$ cat config.mk
export PLATFORM = sky130hd
export DESIGN_NAME = str_nat_conv
export DESIGN_NICKNAME = d
export VERILOG_FILES = /design/src/rtl/str_nat_conv.sv
export SDC_FILE = /design/constraint.sdc
export NUM_CORES = 1
export LEC_CHECK = 0
export BUFFER_PORTS_ARGS = -buffer_cell sky130_fd_sc_hd__buf_2
export CAP_MARGIN = 20
export CORE_MARGIN = 5
export CORE_UTILIZATION = 35
export DETAILED_ROUTE_END_ITERATION = 10
export SLEW_MARGIN = 20
export SYNTH_ARGS = -nofsm -noshare
export SYNTH_HDL_FRONTEND = slang
export SYNTH_SLANG_ARGS = --single-unit
$ cat constraint.sdc
create_clock -name CLK -period 7.5 [get_ports CLK]
set_input_delay 1.5 -clock CLK [delete_from_list [all_inputs] [get_ports CLK]]
set_output_delay 1.5 -clock CLK [all_outputs]
set_load 0.02 [all_outputs]
$ cat src/rtl/str_nat_conv.sv
// RX AXI4-Stream slave to native Pkt_ framing (SOF/EOF/BC) with TKEEP and frame-length checks.
// Optional macro STR_NAT_STATS_EN adds saturating FRM_CNT / ERR_CNT outputs.
module str_nat_conv #(
    parameter int FIFO_DEPTH = 8,
    parameter int MAX_WORDS  = 512
) (
    input  logic        CLK,
    input  logic        RST,
    input  logic [31:0] STR_TDATA,
    input  logic [3:0]  STR_TKEEP,
    input  logic        STR_TLAST,
    input  logic        STR_TUSER,
    input  logic        STR_TVALID,
    output logic        STR_TREADY,
    output logic [31:0] Pkt_DATA,
    output logic        Pkt_SOF,
    output logic        Pkt_EOF,
    output logic [1:0]  Pkt_BC,
    output logic        Pkt_ERR,
    output logic        Pkt_VALID,
    input  logic        Pkt_RDY
`ifdef STR_NAT_STATS_EN
    ,
    output logic [15:0] FRM_CNT,
    output logic [15:0] ERR_CNT
`endif
);
    localparam int AW = $clog2(FIFO_DEPTH);
    localparam int CW = $clog2(MAX_WORDS) + 1;
    localparam logic [AW:0]   FULL_CNT = (AW+1)'(FIFO_DEPTH);
    localparam logic [AW:0]   CNT_ONE  = (AW+1)'(1);
    localparam logic [AW-1:0] PTR_ONE  = AW'(1);
    localparam logic [CW-1:0] MAX_CNT  = CW'(MAX_WORDS);
    localparam logic [CW-1:0] WCNT_ONE = CW'(1);

    typedef enum logic [1:0] {
        S_IDLE  = 2'd0,
        S_FRAME = 2'd1,
        S_DROP  = 2'd2
    } state_t;

    typedef struct packed {
        logic [31:0] data;
        logic        sof;
        logic        eof;
        logic [1:0]  bc;
        logic        err;
    } entry_t;

    state_t          state_q;
    logic [CW-1:0]   wcnt_q;
    logic [CW-1:0]   wcnt_d;
    logic            uerr_q;

    entry_t          fifo_mem [FIFO_DEPTH];
    logic [AW-1:0]   wr_ptr_q;
    logic [AW-1:0]   rd_ptr_q;
    logic [AW:0]     cnt_q;
    logic [AW:0]     cnt_d;
    entry_t          out_q;
    logic            out_valid_q;

    logic            tready;
    logic            push;
    logic            pop;
    logic            wr_en;
    logic            load;
    logic            mem_nonempty;
    logic            last_ok;
    logic [1:0]      last_bc;
    logic            keep_err;
    logic            max_hit;
    logic            closes;
    logic            bad_close;
    entry_t          wr_entry;

    // Handshake and FIFO bookkeeping; the count covers the memory plus the output register.
    always_comb begin
        tready       = !RST && (cnt_q != FULL_CNT);
        push         = STR_TVALID && tready;
        pop          = out_valid_q && Pkt_RDY;
        wr_en        = push && (state_q != S_DROP);
        mem_nonempty = (cnt_q != {{AW{1'b0}}, out_valid_q});
        load         = mem_nonempty && (!out_valid_q || Pkt_RDY);
        cnt_d        = cnt_q;
        if (wr_en && !pop) begin
            cnt_d = cnt_q + CNT_ONE;
        end else if (!wr_en && pop) begin
            cnt_d = cnt_q - CNT_ONE;
        end
    end

    always_comb begin
        last_ok = 1'b1;
        last_bc = 2'd0;
        case (STR_TKEEP)
            4'b1111: last_bc = 2'd0;
            4'b0111: last_bc = 2'd1;
            4'b0011: last_bc = 2'd2;
            4'b0001: last_bc = 2'd3;
            default: last_ok = 1'b0;
        endcase
    end

    // Beat classification: what this beat would be if written in the current state.
    always_comb begin
        wcnt_d    = (state_q == S_FRAME) ? (wcnt_q + WCNT_ONE) : WCNT_ONE;
        keep_err  = STR_TLAST ? !last_ok : (STR_TKEEP != 4'b1111);
        max_hit   = (wcnt_d == MAX_CNT);
        closes    = STR_TLAST || max_hit || keep_err;
        bad_close = keep_err || (max_hit && !STR_TLAST);

        wr_entry.data = STR_TDATA;
        wr_entry.sof  = (state_q == S_IDLE);
        wr_entry.eof  = closes;
        wr_entry.bc   = (STR_TLAST && !keep_err) ? last_bc : 2'd0;
        wr_entry.err  = closes && (bad_close || uerr_q || STR_TUSER);
    end

    always_ff @(posedge CLK) begin
        if (RST) begin
            state_q <= S_IDLE;
            wcnt_q  <= '0;
            uerr_q  <= 1'b0;
        end else if (push) begin
            case (state_q)
                S_IDLE, S_FRAME: begin
                    wcnt_q <= wcnt_d;
                    if (closes) begin
                        state_q <= STR_TLAST ? S_IDLE : S_DROP;
                        uerr_q  <= 1'b0;
                    end else begin
                        state_q <= S_FRAME;
                        uerr_q  <= uerr_q || STR_TUSER;
                    end
                end
                S_DROP: begin
                    if (STR_TLAST) begin
                        state_q <= S_IDLE;
                    end
                end
                default: state_q <= S_IDLE;
            endcase
        end
    end

    always_ff @(posedge CLK) begin
        if (wr_en) begin
            fifo_mem[wr_ptr_q] <= wr_entry;
        end
    end

    // The output register prefetches the memory head so Pkt_ outputs come straight from flops.
    always_ff @(posedge CLK) begin
        if (RST) begin
            wr_ptr_q    <= '0;
            rd_ptr_q    <= '0;
            cnt_q       <= '0;
            out_q       <= '0;
            out_valid_q <= 1'b0;
        end else begin
            cnt_q <= cnt_d;
            if (wr_en) begin
                wr_ptr_q <= wr_ptr_q + PTR_ONE;
            end
            if (load) begin
                out_q       <= fifo_mem[rd_ptr_q];
                rd_ptr_q    <= rd_ptr_q + PTR_ONE;
                out_valid_q <= 1'b1;
            end else if (pop) begin
                out_valid_q <= 1'b0;
            end
        end
    end

    assign STR_TREADY = tready;
    assign Pkt_DATA   = out_q.data;
    assign Pkt_SOF    = out_q.sof;
    assign Pkt_EOF    = out_q.eof;
    assign Pkt_BC     = out_q.bc;
    assign Pkt_ERR    = out_q.err;
    assign Pkt_VALID  = out_valid_q;

`ifdef STR_NAT_STATS_EN
    logic [15:0] frm_cnt_q;
    logic [15:0] err_cnt_q;

    always_ff @(posedge CLK) begin
        if (RST) begin
            frm_cnt_q <= '0;
            err_cnt_q <= '0;
        end else if (wr_en && wr_entry.eof) begin
            if (frm_cnt_q != 16'hFFFF) begin
                frm_cnt_q <= frm_cnt_q + 16'd1;
            end
            if (wr_entry.err && (err_cnt_q != 16'hFFFF)) begin
                err_cnt_q <= err_cnt_q + 16'd1;
            end
        end
    end

    assign FRM_CNT = frm_cnt_q;
    assign ERR_CNT = err_cnt_q;
`endif

endmodule

Word level (Yosys, flattened, before mapping)
Memory sizes are Yosys's and may differ from the RTL's. A register that Yosys moved wholly into a read port is not among the register bits.
Cells that the tools add are included.
{"block": "totals", "input_bits": 42, "n_memories": 1, "ram_bits": 296, "output_inout_bits": 39, "word_cells": 72, "reg_bits": 24}
{"name": "fifo_mem", "depth": 8, "word_bits": 37, "read_ports": 1, "rd_clocked_by_memory_dff": 1, "wr": 1, "line": "55", "source": "entry_t fifo_mem [FIFO_DEPTH];"}
{"block": "op_classes", "n_eq_ne": 12, "addsub": 5, "n_reduce_logical": 31, "muxes": 16}
{"operator": "adder 10 x 1 -> 10 bit (second input constant)", "n": 1}
{"operator": "== test 10 bit (second input constant)", "n": 1}
{"operator": "logical AND 1 bit", "n": 10}
{"operator": "2-to-1 mux 10 bit", "n": 1}
{"operator": "2-to-1 mux 2 bit", "n": 4}
{"operator": "2-to-1 mux 4 bit", "n": 2}
{"operator": "!= test 4 bit (second input constant)", "n": 2}
{"operator": "logical NOT 1 bit", "n": 7}
{"operator": "logical OR 1 bit", "n": 7}
{"operator": "2-to-1 mux 1 bit", "n": 7}
{"operator": "adder 3 x 1 -> 3 bit (second input constant)", "n": 2}
{"operator": "one-hot mux 2 bit (3 select lines)", "n": 1}
{"operator": "adder 4 x 1 -> 4 bit (second input constant)", "n": 1}
{"operator": "== test 4 x 1 -> 1 bit (second input constant)", "n": 1}
{"operator": "== test 4 x 2 -> 1 bit (second input constant)", "n": 1}
{"operator": "== test 4 x 3 -> 1 bit (second input constant)", "n": 1}
{"operator": "== test 4 bit (second input constant)", "n": 1}
{"operator": "!= test 2 bit (second input constant)", "n": 2}
{"operator": "!= test 4 x 1 -> 1 bit", "n": 1}
{"operator": "one-hot mux 2 bit (2 select lines)", "n": 1}
{"operator": "AND reduction 2 bit", "n": 2}
{"operator": "nonzero test 2 bit", "n": 2}
{"operator": "OR reduction 4 bit", "n": 1}
{"operator": "subtractor 4 x 1 -> 4 bit (second input constant)", "n": 1}
{"operator": "other kinds (4)", "n": 4}

Depth between registers and ports, before layout
{"block": "logic_depth", "depth_word": 9, "mapped_depth": 12, "ltp_nobuf": 11}

Worst setup path before layout
No wires, ideal clock.
{"block": "synth_timing", "path_type": "input port to flip-flop", "from": "input RST", "to": "memory fifo_mem[3][0] in the netlist's numbering (enable)", "t_required_ps": 7015, "path_buffers": 0, "arrival_ps": 5209, "setup_time_ps": 485, "slack_ps": 1806, "path_stages": 4, "cell_sequence": "nor3b_1 a21boi_1 nand2_1 nor3b_1"}
{"block": "synth_between", "elab_chain_cells": 6}
{"element": "start, declared", "line": "8", "source": "input logic RST,"}
{"element": "logical NOT 1 bit", "line": "79", "source": "tready = !RST && (cnt_q != FULL_CNT);"}
{"element": "logical AND 1 bit", "line": "79"}
{"element": "logical AND 1 bit", "line": "80", "source": "push = STR_TVALID && tready;"}
{"element": "logical AND 1 bit", "line": "82", "source": "wr_en = push && (state_q != S_DROP);"}
{"element": "via wr_en", "line": "66", "source": "logic wr_en;"}
{"element": "2-to-1 mux 1 bit", "line": "148", "source": "if (wr_en) begin"}
{"element": "2-to-1 mux 1 bit (not written as such)", "line": "149", "source": "fifo_mem[wr_ptr_q] <= wr_entry;"}
{"element": "end, declared", "line": "55"}
The timed path passes the listed nets, and every way through them passes these cells.

Final worst setup path
{"block": "layout_timing", "from": "input RST", "to": "memory fifo_mem[4][34] in the netlist's numbering (enable)"}
The elaborated chain is that of the path after synthesis.

==> metrics.md <==
| Metric | Value |
|---|---|
| Postcts setup bufs | `0` |
| Height of the die | `207.9 µm` |
| Seq/Total Area, Yosys | `73.72%` |
| Setup CP Type | `primary input to register` |
| Cts repair resizes | `0` |
| Worst setup margin | `3.317 ns` |
| Cells after Synth | `741` |
| Gp weighted congestion | `0.7671` |
| Status | `finished clean` |
| Final Power | `5.400 mW` |
| P_leak | `5.085 nW` |
| Core Rows | `72` |
| Total grt overflow | `0` |
| Minimum clock period | `4.183 ns` |
| Hold Path Class | `register to register` |
| EDFF count, synth | `296` |
| Cts hold-fix bufs | `0` |
| Initial drt markers | `478` |
| Placed Area | `14,720 µm²` |
| Netlist Area Pre-Place | `13,710 µm²` |
| Initial antenna violation count | `2` |
| Post-placement cell count | `1,309` |
| CP arrival | `4.34 ns` |
| Fin Clk Skew | `0.02261 ns` |
| Hold WS | `0.4699 ns` |
| Max Cap Viol | `0` |
| Yosys reg bits | `357` |
| Final setup violation count | `0` |
| Gr usage total | `12.40%` |
| Post-Route WL | `27.14 mm` |
| Vias in the first global route | `7,131` |
| Peak supply drop | `218.3 µV` |
| Ys Warns | `0` |
| Num CTS Buffers | `37` |
| Die Width | `207.9 µm` |
| Area Growth Syn to Fin | `15.53%` |
| Synthesized area per cell | `18.51 µm²` |
| Share of flip-flops with an asynchronous set or reset | `0%` |
| Fin cells | `1,375` |
| Worst slack at placement | `2.770 ns` |
| Worst Path Max Fanout | `25` |
| Via density | `5.007` |
| Final Util | `40.90%` |
| Unique masters post-synth | `44` |
| Die area | `43,240 µm²` |
| Fillers | `3,523` |
| Largest net degree at the start of global routing | `78` |
| CTS tree | `built` |
| H-tree depth | `2` |
| Io pins | `81` |
| Syn Nets | `790` |
| Clock Path Buffers | `3` |
| Measured slew at the worst slew-check pin | `1.032 ns` |
| DR WL/cell | `19.74 µm` |
| Final Cycle Share | `55.78%` |
| Root buf cell | `clkbuf_16` |
| Core area | `38,740 µm²` |
| Final Hold Fails | `0` |
| Clk_lat worst skew | `0.52 ns` |
| Pwr/cell area | `340.8 nW/µm²` |
| Vias | `6,885` |
| Port Buffers | `80` |
| Routed Antenna Nets | `0` |
| Slew Limit Fails | `0` |
| Drt first pass iters | `6` |
| CP required | `7.66 ns` |
| Share of layout cells above drive strength 1 | `27.92%` |
| Fmax | `239.0 MHz` |
| Startpoint Class | `primary input` |
| Starting density of the core | `35.40%` |
| Final Instance Area | `15,840 µm²` |
| Detail Placement HPWL | `15.61 mm` |
| Sink Count | `357` |
| Sum Neg Setup Slack | `0 ns` |
| Crit. End Element | `register` |
| Global-route wire length before repair | `42.57 mm` |
| CTS clock-pin slew for the worst setup and hold paths | `0.06 ns` |
| Final net count | `879` |
| Synth Flop Type | `edfxtp_1` |
| RSZ-0062 raised after global routing | `no` |
| # DRC | `0` |
| Slew headroom | `30.87%` |
==> final timing paths <==
kind,startpoint,to,slack (ns),depth (start not counted)
min,wcnt_q[9],wcnt_q[9],0.47,2
max reg2reg,cnt_q[0],fifo_mem[4][34],3.78,6
min reg2reg,wcnt_q[9],wcnt_q[9],0.47,2
max,RST,fifo_mem[4][34],3.32,6
==> report_power, final <==
part           internal (mW)  leakage, nW  switching, mW
clock network          0.971        0.548          0.718
logic                  0.575         1.36          0.689
registers               2.29         3.18          0.152
==> synthesized netlist by cell type (2+ instances only) <==
master / n / area [µm²]
edfxtp_1: 296 / 8889
mux4_2: 74 / 1667
nor2_1: 64 / 240.2
dfxtp_1: 61 / 1221
mux2i_1: 41 / 410.4
a211oi_1: 39 / 292.8
clkbuf_1: 21 / 78.83
nand2_1: 21 / 78.83
a21oi_1: 16 / 80.08
nor3_1: 11 / 55.05
buf_1: 9 / 33.78
nand3_1: 9 / 45.04
buf_2: 7 / 35.03
nor3b_1: 7 / 52.55
ha_1: 6 / 75.07
xnor2_1: 6 / 52.55
inv_1: 5 / 18.77
o21ai_0: 5 / 25.02
xor2_1: 4 / 35.03
buf_4: 3 / 22.52
clkbuf_2: 3 / 15.01
a2111oi_2: 2 / 30.03
a211o_1: 2 / 17.52
a21o_1: 2 / 15.01
a31oi_1: 2 / 12.51
and3_1: 2 / 12.51
buf_6: 2 / 22.52
nand2b_1: 2 / 12.51
nand3b_1: 2 / 15.01
nand4_1: 2 / 12.51
nor4b_1: 2 / 17.52
==> critical path: stages <==
cell,delay (ns)
buf_2,0.11
nor3b_1,0.37
a21boi_1,0.62
nand2b_1,0.33
nor3b_2,0.89
buf_4,0.49
==> cell usage in the layout, fill, tap and decap left out, types with 5 or more instances in the layout <==
| cell type | n |
|---|---|
| edfxtp_1 | 296 |
| buf_2 | 80 |
| mux4_2 | 74 |
| nor2_1 | 62 |
| dfxtp_1 | 58 |
| mux2i_1 | 41 |
| a211oi_1 | 39 |
| clkbuf_16 | 38 |
| nand2_1 | 21 |
| a21oi_1 | 16 |
| buf_4 | 16 |
| nand3_1 | 9 |
| nor3_1 | 9 |
| clkinv_1 | 8 |
| clkinv_2 | 8 |
| xnor2_1 | 6 |
| ha_1 | 6 |
| clkbuf_1 | 6 |
| inv_1 | 5 |
| o21ai_0 | 5 |
==> per-layer routing <==
layer / GRT usage (%) / up-vias / wire, µm
met4: 3.126 / 2 / 495
met3: 2.696 / 46 / 1353
met1: 17.37 / 3539 / 12510
met5: 0 / - / 11
li1: - / 3151 / -
met2: 19.93 / 147 / 12760
==> area by class of cell <==
class                      count  area [µm²]  area share (%)
tap                          518       648.1           4.091
clock inverter                20       131.4          0.8293
clock buffer                  45       987.2           6.231
multi-input combinational    333        3413           21.54
inverter                       5       18.77          0.1185
timing repair buffer          96       520.5           3.285
sequential                   357       10120           63.88
antenna                        1       2.502         0.01580
==> kinds of logic (layout without fill, tap and decap cells) <==
group / after synthesis / in the layout / synth area share [%]
flip-flops: 357 / 357 / 73.72
AND/OR/NAND/NOR: 126 / 126 / 4.151
multiplexers: 116 / 116 / 15.23
AO/OA/AOI/OAI: 74 / 74 / 3.814
buffers and inverters: 51 / 166 / 1.752
XOR/XNOR: 10 / 10 / 0.6387
adder cells (fa/ha/maj): 7 / 7 / 0.6934
other: 0 / 1 / 0
==> state kept, by name, summed over array words and instances (netlist names) <==
register	flops
state_q	2
Pkt_BC	2
wcnt_q	10
Pkt_DATA	32
rd_ptr_q	3
Pkt_VALID	1
wr_ptr_q	3
fifo_mem	296
Pkt_ERR	1
cnt_q	4
Pkt_SOF	1
Pkt_EOF	1
uerr_q	1
No activity file was read; power rests on OpenSTA's default activity.
